## config.mk

```make
export PLATFORM = sky130hd
export DESIGN_NAME = mux6_bus_arbiter
export DESIGN_NICKNAME = d
export VERILOG_FILES = /design/src/rtl/mux6_bus_arbiter.sv
export SDC_FILE = /design/constraint.sdc
export NUM_CORES = 1
export LEC_CHECK = 0
export ABC_AREA = 0
export CORE_MARGIN = 8
export CORE_UTILIZATION = 39
export CTS_CLUSTER_DIAMETER = 80
export CTS_CLUSTER_SIZE = 8
export DETAILED_ROUTE_END_ITERATION = 10
export GPL_TIMING_DRIVEN = 0
export PLACE_DENSITY = 0.75
export SLEW_MARGIN = 20
export SYNTH_ARGS = -nofsm -noshare
export SYNTH_HDL_FRONTEND = slang
export SYNTH_SLANG_ARGS = --single-unit
```

## constraint.sdc

```tcl
create_clock -name clk_i -period 1.6 [get_ports clk_i]
set_clock_uncertainty 0.2 [all_clocks]
set_input_delay 0.32 -clock clk_i [delete_from_list [all_inputs] [get_ports clk_i]]
set_output_delay 0.32 -clock clk_i [all_outputs]
set_load 0.01 [all_outputs]
```

## src/rtl/mux6_bus_arbiter.sv

```systemverilog
// mux6_bus_arbiter: arbiter for the six-input 16-bit shared-bus mux; drives the mux select.
// Define ARB_ROUND_ROBIN_EN for pointer-based round-robin, otherwise fixed priority (lowest index wins).
`default_nettype none

module mux6_bus_arbiter #(
  parameter int unsigned MAX_HOLD = 8
) (
  input  logic       clk_i,
  input  logic       rst_n_i,
  input  logic [5:0] req_i,
  output logic [5:0] gnt_o,
  output logic [2:0] s_o,
  output logic       bus_valid_o
);

  localparam logic [1:0] ST_IDLE  = 2'd0;
  localparam logic [1:0] ST_GRANT = 2'd1;
  localparam logic [1:0] ST_GAP   = 2'd2;
  localparam logic [3:0] HOLD_MAX = 4'(MAX_HOLD);

  logic [1:0] state_q, state_d;
  logic [5:0] gnt_q, gnt_d;
  logic [2:0] s_q, s_d;
  logic [3:0] cnt_q, cnt_d;
  logic [2:0] ptr;
  logic       win_found;
  logic [2:0] win_idx;
  logic       hold_ok;

  // Owner keeps the bus only while it still requests and has hold budget left.
  assign hold_ok = req_i[s_q] && (cnt_q < HOLD_MAX);

`ifdef ARB_ROUND_ROBIN_EN
  logic [2:0] ptr_q, ptr_d;

  always_comb begin
    ptr_d = ptr_q;
    if (state_q == ST_GRANT && !hold_ok) begin
      ptr_d = (s_q == 3'd5) ? 3'd0 : s_q + 3'd1;
    end
  end

  always_ff @(posedge clk_i or negedge rst_n_i) begin
    if (!rst_n_i) begin
      ptr_q <= 3'd0;
    end else begin
      ptr_q <= ptr_d;
    end
  end

  assign ptr = ptr_q;
`else
  assign ptr = 3'd0;
`endif

  // Search upward from the pointer, wrapping 5 -> 0.
  always_comb begin
    logic [3:0] cand;
    cand      = 4'd0;
    win_found = 1'b0;
    win_idx   = 3'd0;
    for (int i = 0; i < 6; i++) begin
      cand = {1'b0, ptr} + 4'(i);
      if (cand >= 4'd6) begin
        cand = cand - 4'd6;
      end
      if (!win_found && req_i[cand[2:0]]) begin
        win_found = 1'b1;
        win_idx   = cand[2:0];
      end
    end
  end

  always_comb begin
    state_d = state_q;
    gnt_d   = gnt_q;
    s_d     = s_q;
    cnt_d   = cnt_q;
    case (state_q)
      ST_IDLE, ST_GAP: begin
        if (win_found) begin
          state_d = ST_GRANT;
          gnt_d   = 6'b000001 << win_idx;
          s_d     = win_idx;
          cnt_d   = 4'd1;
        end else begin
          state_d = ST_IDLE;
          gnt_d   = 6'b000000;
        end
      end
      ST_GRANT: begin
        if (hold_ok) begin
          cnt_d = (cnt_q == 4'hF) ? cnt_q : cnt_q + 4'd1;
        end else begin
          state_d = ST_GAP;
          gnt_d   = 6'b000000;
        end
      end
      default: begin
        state_d = ST_IDLE;
        gnt_d   = 6'b000000;
      end
    endcase
  end

  always_ff @(posedge clk_i or negedge rst_n_i) begin
    if (!rst_n_i) begin
      state_q <= ST_IDLE;
      gnt_q   <= 6'b000000;
      s_q     <= 3'd0;
      cnt_q   <= 4'd0;
    end else begin
      state_q <= state_d;
      gnt_q   <= gnt_d;
      s_q     <= s_d;
      cnt_q   <= cnt_d;
    end
  end

  assign gnt_o       = gnt_q;
  assign s_o         = s_q;
  assign bus_valid_o = |gnt_q;

endmodule

`default_nettype wire
```

## Word-level counts from Yosys, hierarchy flattened

Cells that the tools add are included.

- Order comparisons: 2
- Multiplexer cells: 23
- $add $sub $neg: 1
- Reduce and logical (&&, ||, !) cells: 17
- Equal/unequal tests: 7
- Shifts and indexed selects: 1

Operator list:

| operator | count |
|---|---|
| $mux W4 | 3 |
| $mux W6 | 2 |
| $pmux W6 S2 | 1 |
| $mux W1 | 9 |
| $ne A2 B2 Y1 const B | 4 |
| $pmux W4 S2 | 1 |
| $logic_and A1 B1 Y1 | 6 |
| $mux W2 | 3 |
| $mux W3 | 2 |
| $reduce_or A6 Y1 | 1 |
| $shl A1 B3 Y6 const A | 1 |
| $logic_not A1 Y1 | 5 |
| $add A4 B1 Y4 const B | 1 |
| $eq A4 B4 Y1 const B | 1 |
| $lt A3 B4 Y1 const B | 1 |
| $lt A4 B4 Y1 const B | 1 |
| $pmux W2 S2 | 1 |
| $reduce_and A4 Y1 | 1 |
| $bmux W1 S3 | 1 |
| $eq A2 B1 Y1 const B | 1 |
| $eq A2 B2 Y1 const B | 1 |
| $logic_not A2 Y1 | 1 |
| $reduce_and A2 Y1 | 1 |
| $reduce_bool A2 Y1 | 1 |
| $reduce_or A2 Y1 | 1 |

- Output and inout bits: 10
- Word-level logic and storage cells: 55
- Register bits: 15
- Bits of input ports: 8

## Logic depth before layout (Yosys ltp)

- Depth in word-level cells: 19
- Gate-level depth with buffers: 5

## Worst setup path before layout

No wires, ideal clock.

- Path kind: register to register
- Start: reg s_q[1] (netlist: s_o[1])
- End: reg cnt_q[1]
- Period minus slack after synthesis: 1.716 ns
- Arrival time: 1.395 ns
- Setup slack: -0.116 ns
- Required time: 1.279 ns
- Stages on the path, launching flop included: 5
- Library setup time: 0.121 ns
- Cells stage by stage: dfrtp_1 mux2_4 a32oi_4 a21oi_4 a22o_1

- Longest elaborated chain between the ends: 5

Ends and longest elaborated chain:

| what | RTL line | source |
|---|---|---|
| start, declared | 23 | `logic [2:0] s_q, s_d;` |
| start signal, assigned | 110 | `s_q <= 3'd0;` |
| start signal, assigned | 115 | `s_q <= s_d;` |
| $bmux W1 S3 | 31 | `assign hold_ok = req_i[s_q] && (cnt_q < HOLD_MAX);` |
| $mux W1 (implied by the code) | 31 |  |
| $logic_and A1 B1 Y1 | 31 |  |
| $ne A2 B2 Y1 (no line) | n/a |  |
| $reduce_and A4 Y1 (no line) | n/a |  |
| end signal, assigned | 116 | `cnt_q <= cnt_d;` |
| end, declared | 24 | `logic [3:0] cnt_q, cnt_d;` |

Every way passes these cells. The select of a mux whose other input is x is not followed.
A chain may end at the register's enable or synchronous reset.

## Final worst setup path

- Start: reg s_q[1] (netlist: s_o[1])
- End: reg gnt_q[4] (netlist: gnt_o[4])

- Longest elaborated chain between the ends: 4

Ends and longest elaborated chain:

| what | RTL line | source |
|---|---|---|
| $bmux W1 S3 | 31 |  |
| $mux W1 (implied by the code) | 31 |  |
| $logic_and A1 B1 Y1 | 31 |  |
| $ne A2 B2 Y1 (no line) | n/a |  |
| end signal, assigned | 114 | `gnt_q <= gnt_d;` |
| end, declared | 22 | `logic [5:0] gnt_q, gnt_d;` |

Every way passes these cells. The select of a mux whose other input is x is not followed.

==> impl_metrics.csv <==
group,metric,value,unit
status,status,"finished with violations",
power,power.density,1674,nW/µm²
timing,finalMaxSlewViolations,0,
die,rows,16,
grt,grt_antenna_before_repair,0,
die,fp.dieW,61.21,µm
die,core-area,1942,µm²
clock_tree,root_buffer,"clkbuf_4",
final_layout,layout_commonest_cell,"dlygate4sd2_1",
routing,drtPass1Iterations,4,
logic_synthesis,syn-cell-area,797.0,µm²
clock_tree,h-tree-depth,1,
routing,drc,0,
grt,grt_pass1_vias,707,
power,total_power,1.936,mW
power,p_leak,0.5566,nW
final_layout,utilization,59.54,%
timing,fin_ws,-0.1347,ns
worst_setup_path,critPathArrivalTime,1.71,ns
final_layout,final_cells,128,
final_layout,nNetsFinal,111,
routing,wirelength,2.050,mm
clock_tree,cts_buffers,3,
timing,rsz0062_at_grt,"true",
worst_setup_path,critical_path_class,"reg2reg",
timing,tightest_slew,0.6714,ns
logic_synthesis,seq_area_frac_synth,47.10,%
worst_setup_path,startpoint,"s_o[1]$_DFFE_PN0P_",
clock_tree,clk_latency,0.29,ns
grt,grt_max_degree,16,
timing,finalSetupViolCount,13,
die,die_h,61.21,µm
worst_hold_path,hp-class,"in2async",
worst_setup_path,r2r-start,"s_o[1]$_DFFE_PN0P_",
clock_tree,postCtsHoldBufs,0,
routing,detail_route.wl_per_cell,16.02,µm
logic_synthesis,yosysWarnings,0,
timing,slew_headroom,55.10,%
final_layout,layout_common_cells,"dlygate4sd2_1 (14), dfrtp_1 (13), nor2_1 (6), inv_1 (5), buf_4 (5)",
final_layout,area_delta_synth_final,45.06,%
timing,max_freq,576.5,MHz
placement,place_inst,115,
grt,grt_pass1_wl,3.525,mm
logic_synthesis,synth_edf_count,0,
grt,grtUsageTotal,12.53,%
die,start_util,41.04,%
routing,drt_iter0_drc,19,
die,die_area,3746,µm²
clock_tree,path_clk_slew,0.09,ns
logic_synthesis,synth_ff_type,"dfrtp_1",
placement,dp_hpwl,1.390,mm
worst_setup_path,ff2ff_path_depth,5,
worst_setup_path,crit_path_start_kind,"register",
timing,finalCritPeriodShare,108.4,%
power,ir_drop,1049,µV
timing,period_minus_slack,1.735,ns
logic_synthesis,syn-num-nets,80,
grt,grt-ovfl-total,0,
logic_synthesis,synth.avg_cell_area,11.23,µm²
routing,via_per_inst,5.484,
final_layout,antenna_cells,0,
status,violations,"negative setup slack",
worst_setup_path,required,1.58,ns
die,ios,18,
clock_tree,clock_sinks,15,
logic_synthesis,postSynthCellCount,71,
logic_synthesis,ys_ff_latch,15,
logic_synthesis,ys_types,33,
clock_tree,clockBufferDepth,2,
worst_setup_path,end_kind,"register",
placement,post-place-ws,-0.6185,ns
worst_setup_path,critPathMaxFanout,5,
final_layout,drive_above_1_share,32.67,%
routing,ant_nets,0,
run,maxCapViolations,0,
clock_tree,cts_tree,"built",
timing,hold_violations,0,
placement,io_buffers,17,
logic_synthesis,async_flop_share,100.0,%
placement,gp_congestion,0.7933,
routing,via_count,702,
## path summary, 6_finish.rpt
| check | end | slack [ns] |
|---|---|---|
| max in group asynchronous | s_o[0]$_DFFE_PN0P_ | 0.51 |
| setup / recovery | gnt_o[4]$_DFFE_PN0P_ | -0.13 |
| min in group clk_i | cnt_q[0]$_DFFE_PN0P_ | 0.31 |
| setup reg to reg | gnt_o[4]$_DFFE_PN0P_ | -0.13 |
| hold / removal | gnt_o[1]$_DFFE_PN0P_ | 0.23 |
| hold reg to reg | cnt_q[0]$_DFFE_PN0P_ | 0.31 |
## per-layer routing
layer / track usage [%] / routed length, µm / part of all wire, % / vias up
li1: - / - / - / 331
met1: 15.78 / 901 / 44 / 357
met2: 20.00 / 1048 / 51 / 10
met3: 4.384 / 77 / 3.8 / 4
met4: 2.658 / 22 / 1.1 / 0
met5: 0 / 0 / 0 / -
## cell families (layout without fill, tap and decap cells)
kind of cell    Yosys count  after routing  synth area share, %
compound gates           22             23                26.85
simple gates             22             22                15.23
flops                    15             15                47.10
buf+inv                   7             36                3.296
mux                       4              4                5.965
fa+ha+maj                 1              1                1.570
## worst max-delay path, cell delays in order (launching register included)
cell and delay [ns]:
dfrtp_2 0.45, mux2_4 0.32, a32oi_4 0.20, buf_12 0.15, a21oi_4 0.07, a22o_1 0.22
## cell usage after synthesis (all sizes together), types with 2 or more instances
master,count,area (µm²)
nand2,4,15.01
a21oi,3,26.28
nor3,2,10.01
and3,2,13.77
nand2b,2,12.51
nor4,2,12.51
inv,6,22.52
nor2,7,26.28
a22o,6,55.05
a32o,2,20.02
dfrtp,15,375.4
mux2,3,37.53
## state kept, by name, summed over array words and instances (netlist names)
| name | count |
|---|---|
| gnt_o | 6 |
| state_q | 2 |
| cnt_q | 4 |
| s_o | 3 |
## cell type report
cell class | instances | area, µm²
timing repair buffer | 26 | 234.0
multi-input combinational | 50 | 461.7
inverter | 6 | 22.52
tap | 27 | 33.78
clock buffer | 4 | 26.28
sequential | 15 | 377.9
fill | 179 | 785.8
## power by group
| part | internal [mW] | total, mW | leakage (nW) | switching (mW) |
|---|---|---|---|---|
| Combinational | 0.564 | 1.08 | 0.350 | 0.511 |
| Clock | 0.0970 | 0.225 | 0.0150 | 0.128 |
| Sequential | 0.498 | 0.636 | 0.192 | 0.138 |
| Total | 1.16 | 1.94 | 0.557 | 0.776 |
## metrics by stage
| stage | TNS [ns] | hold slack (ns) | area (µm²) |
|---|---|---|---|
| 4_1_cts | -1.672 | 0.2458 | 1131 |
| 2_1_floorplan | -0.2638 | -0.1756 | 805.8 |
| 3_3_place_gp | -7.800 | 0.2855 | 1010 |
| 3_5_place_dp | -7.773 | 0.3011 | 1010 |
| 6_report | -1.281 | 0.2269 | 1156 |
| 5_1_grt | -2.109 | 0.2814 | 1156 |
## timing repair
action,4_1_cts,5_1_grt
cloned,1,0
gates resized for setup,29,4
pin swaps,6,4
setup buffers,6,3
setup endpoints to repair,25,15
Power figures use the tool's default switching activity.
